<file path="src/rtl/serial_logic_unit.sv">
// Bit-serial AND/OR/XOR/NAND unit: one result bit per clock, LSB first, N-bit result plus zero flag.
// Latency: N cycles from the accept edge until out_valid; one request in flight at a time.
// Backpressure: in_ready is low until the result is taken; the result is held while out_ready is low.
module serial_logic_unit #(
    parameter int N = 8
) (
    input  logic         clk,
    input  logic         rst,
    input  logic         in_valid,
    output logic         in_ready,
    input  logic [N-1:0] a,
    input  logic [N-1:0] b,
    input  logic [1:0]   op,
    output logic         out_valid,
    input  logic         out_ready,
    output logic [N-1:0] result,
    output logic         zero
);

    localparam int CW = $clog2(N) + 1;

    typedef enum logic [1:0] {
        IDLE,
        SHIFT,
        DONE
    } state_t;

    state_t         state;
    state_t         state_nxt;
    logic [N-1:0]   a_reg;
    logic [N-1:0]   b_reg;
    logic [1:0]     op_reg;
    logic [N-1:0]   acc;
    logic [CW-1:0]  cnt;
    logic           accept;
    logic           last;
    logic           bit_out;
    logic [N:0]     acc_ext;
    logic [N-1:0]   acc_nxt;

    always_ff @(posedge clk) begin
        if (rst) begin
            state <= IDLE;
        end else begin
            state <= state_nxt;
        end
    end

    // Handshake outputs depend on state only, never on the inputs.
    always_comb begin
        state_nxt = state;
        in_ready  = 1'b0;
        out_valid = 1'b0;
        case (state)
            IDLE: begin
                in_ready = 1'b1;
                if (in_valid) begin
                    state_nxt = SHIFT;
                end
            end
            SHIFT: begin
                if (last) begin
                    state_nxt = DONE;
                end
            end
            DONE: begin
                out_valid = 1'b1;
                if (out_ready) begin
                    state_nxt = IDLE;
                end
            end
            default: state_nxt = IDLE;
        endcase
    end

    assign accept = in_ready && in_valid;
    assign last   = (cnt == CW'(N - 1));

    always_comb begin
        bit_out = 1'b0;
        case (op_reg)
            2'b00:   bit_out = a_reg[0] & b_reg[0];
            2'b01:   bit_out = a_reg[0] | b_reg[0];
            2'b10:   bit_out = a_reg[0] ^ b_reg[0];
            default: bit_out = ~(a_reg[0] & b_reg[0]);
        endcase
    end

    // New bit enters at the MSB; after N shifts bit 0 of the operands sits at bit 0.
    assign acc_ext = {bit_out, acc};
    assign acc_nxt = acc_ext[N:1];

    always_ff @(posedge clk) begin
        if (rst) begin
            a_reg  <= '0;
            b_reg  <= '0;
            op_reg <= 2'b00;
            acc    <= '0;
            cnt    <= '0;
            result <= '0;
            zero   <= 1'b1;
        end else if (accept) begin
            a_reg  <= a;
            b_reg  <= b;
            op_reg <= op;
            acc    <= '0;
            cnt    <= '0;
        end else if (state == SHIFT) begin
            a_reg <= a_reg >> 1;
            b_reg <= b_reg >> 1;
            acc   <= acc_nxt;
            cnt   <= cnt + CW'(1);
            if (last) begin
                result <= acc_nxt;
                zero   <= ~|acc_nxt;
            end
        end
    end

endmodule

</file>
<file path="config.mk">
export PLATFORM = sky130hd
export DESIGN_NAME = serial_logic_unit
export DESIGN_NICKNAME = d
export VERILOG_FILES = /design/src/rtl/serial_logic_unit.sv
export SDC_FILE = /design/constraint.sdc
export NUM_CORES = 1
export LEC_CHECK = 0
export BUFFER_PORTS_ARGS = -buffer_cell sky130_fd_sc_hd__buf_4
export CAP_MARGIN = 20
export CORE_UTILIZATION = 49
export DETAILED_ROUTE_END_ITERATION = 16
export GPL_TIMING_DRIVEN = 0
export HOLD_SLACK_MARGIN = 0.15
export MAX_ROUTING_LAYER = met4
export PLACE_DENSITY = 0.72
export SYNTH_ARGS = -nofsm -noshare
export SYNTH_HDL_FRONTEND = slang
export SYNTH_SLANG_ARGS = --single-unit
</file>
<file path="constraint.sdc">
create_clock -name clk -period 1.8 [get_ports clk]
set_input_delay 0 -clock clk [delete_from_list [all_inputs] [get_ports clk]]
set_output_delay 0 -clock clk [all_outputs]
set_load 0.02 [all_outputs]
</file>
==> impl_metrics.env <==
export IMPL_postSynthCellCount=191
export IMPL_synth_avg_cell_area_sq_um=8.79
export IMPL_critPathBufInv=3
export IMPL_grt_max_degree=12
export IMPL_drt_first_pass_iters=4
export IMPL_die_area_sq_um=3670
export IMPL_crit_path_end_kind="register"
export IMPL_grt_pass1_vias=1538
export IMPL_crit_path_max_incr_delay_ns=0.56
export IMPL_clk_pin_slew_ns=0.11
export IMPL_diodes=0
export IMPL_groute_usage_overall=0.248
export IMPL_cp_max_fo=10
export IMPL_max_freq_mhz=591
export IMPL_drc=0
export IMPL_fin_crit_sh=0.939
export IMPL_core_area_sq_um=3150
export IMPL_fin_ws_ns=0.109
export IMPL_worst_setup_path_start_kind="register"
export IMPL_tightest_slew_ns=0.487
export IMPL_post_cts_buffers=0
export IMPL_io_buffer_count=32
export IMPL_gp_congestion=0.825
export IMPL_ys_ff_latch=40
export IMPL_holdWs_ns=0.381
export IMPL_synth_compound_area_frac=0.209
export IMPL_cpMostUsedCell="buf_6"
export IMPL_worstPathRequired_ns=2.10
export IMPL_via_per_inst=5.29
export IMPL_initial_core_util=0.533
export IMPL_hold_violations=0
export IMPL_clock_path_buffers=2
export IMPL_critPathKind="register to register"
export IMPL_final_common_cell="dfxtp_1"
export IMPL_vias=1572
export IMPL_period_minus_slack_ns=1.69
export IMPL_drive_above_1_share=0.221
export IMPL_syn_to_final_growth_pct=34.6
export IMPL_place_hpwl_um=2650
export IMPL_netlist_area_sq_um=1680
export IMPL_yosys_area_share_adder=0.0224
export IMPL_synth_xor_area_frac=0.0104
export IMPL_cts_tree="yes"
export IMPL_path_cells="buf_6 -> nor3b_2 -> buf_6 -> a22oi_1 -> a21oi_1 -> dlygate4sd3_1"
export IMPL_synth_cell_types=34
export IMPL_h_tree_depth=2
export IMPL_finalSetupViolCount=0
export IMPL_synth_top_family_by_area="compound AO/OA/AOI/OAI gates"
export IMPL_hold_class="input pin to register"
export IMPL_cp_slowest_cell="dlygate4sd3_1"
export IMPL_cts_sinks=40
export IMPL_cellPowerDensity_nw_per_um2=724
export IMPL_seq_area_frac_synth=0.477
export IMPL_fin_skew_ns=0.00416
export IMPL_wl_per_cell_um=12.9
export IMPL_worstSkewPairLatency_ns=0.36
export IMPL_ioPinCount=33
export IMPL_cts_buffers=5
export IMPL_cp_arrival_ns=2.00
export IMPL_finish_net_count=277
export IMPL_detail_route_antenna_nets=0
export IMPL_die_x_um=60.5
export IMPL_synthMuxAreaShare=0.0306
export IMPL_place_ws_ns=0.298
export IMPL_yosys_area_share_simple=0.187
export IMPL_outcome="complete, no violations"
export IMPL_relSlewSlack=0.675
export IMPL_antenna_found_initial=0
export IMPL_totalWireLength_um=3840
export IMPL_dieHeight_um=60.5
export IMPL_power_leakage_nw=0.868
export IMPL_yosysWarnings=0
export IMPL_num_rows=20
export IMPL_drt_iter0_markers=60
export IMPL_slew_viol_final=0
export IMPL_grt_ovfl_total=0
export IMPL_cts_root_buf="clkbuf_4"
export IMPL_peakVddDrop_mv=0.599
export IMPL_final_cell_mix="39 x dfxtp_1, 36 x buf_4, 32 x a21oi_1, 32 x nand2_1, 22 x dlygate4sd3_1"
export IMPL_drv_cap=0
export IMPL_syn_nets=216
export IMPL_cp_top_family="buffers and inverters"
export IMPL_grt_pass1_wl_um=6510
==> metrics by stage <==
stage                util  instance area, sq um  setup TNS [ns]  total power [mW]  std cells
finish              0.717                  2260               0              1.64        297
global route        0.717                  2260         -0.0123              1.72        297
CTS                 0.715                  2250               0              1.64        297
detailed placement  0.626                  1970               0              1.13        267
global placement    0.626                  1970               0              1.13        267
floorplan               -                  1680               0              1.06        191
==> tightest hold or removal path, delay by kind of cell <==
kind | cells | cell delay [ns]
buf+inv | 2 | 0.65
compound gates | 1 | 0.05
==> cell type report <==
type / instances / area, sq um
plain buffers: 15 / 106
clock buffers: 8 / 58.8
fillers: 259 / 892
inverters: 2 / 7.51
multi-input cells: 134 / 771
flip-flops and latches: 40 / 802
well taps: 44 / 55.1
repair buffers: 54 / 460
==> timing repair <==
item                       CTS  global route
setup endpoints to repair    0             1
hold buffers                22             0
resized for setup            0             4
hold endpoints to repair    28             0
==> metal layers <==
layer / track usage / vias to the layer above / wire length [um]
met2: 0.418 / 42 / 1960
met5: - / - / 0
met4: 0.0844 / 0 / 67
met1: 0.275 / 725 / 1620
met3: 0.0810 / 8 / 188
li1: - / 797 / -
==> cell families (layout without fill, tap and decap cells) <==
group | count (synthesis) | count (layout)
buf+inv | 17 | 79
simple gates | 64 | 64
compound gates | 60 | 60
flops | 40 | 40
mux | 5 | 5
fa+ha+maj | 3 | 3
xor+xnor | 2 | 2
==> synth_stat cells (all sizes together) <==
library cell,n,area share
o31ai,1,0.0045
nor4,1,0.0037
clkbuf,2,0.0045
o21bai,1,0.0045
or3,1,0.0037
or2,1,0.0037
a21oi,32,0.095
nor3b,1,0.0075
nand2,32,0.072
nor2,6,0.013
nand3,9,0.027
dfxtp,40,0.48
xor2,1,0.0052
ha,3,0.022
a221o,1,0.0060
o21ai,9,0.027
and4,1,0.0052
nand2b,2,0.0075
inv,2,0.0045
nor3,1,0.0030
mux2,1,0.0067
and3b,1,0.0060
a2111oi,1,0.0052
nor2b,3,0.013
buf,13,0.055
mux2i,4,0.024
a31oi,1,0.0037
xnor2,1,0.0052
nand3b,5,0.022
a22oi,14,0.063
==> report_power, final <==
| group | leakage (nW) | internal, mW | total, mW | switching [mW] |
|---|---|---|---|---|
| registers | 0.326 | 0.913 | 0.930 | 0.0174 |
| clock network | 0.0326 | 0.193 | 0.479 | 0.287 |
| logic | 0.510 | 0.122 | 0.227 | 0.105 |
| total | 0.868 | 1.23 | 1.64 | 0.409 |
==> final timing paths <==
check,from,endpoint,slack [ns],depth (start not counted)
setup / recovery,state[0]$_SDFFE_PP0P_,b_reg[0]$_SDFFE_PP0P_,0.11,6
hold / removal,rst,state[0]$_SDFFE_PP0P_,0.38,3
setup reg to reg,state[0]$_SDFFE_PP0P_,b_reg[0]$_SDFFE_PP0P_,0.11,6
hold reg to reg,b_reg[6]$_SDFFE_PP0P_,b_reg[6]$_SDFFE_PP0P_,0.46,2
(Power assumes the default switching activity.)
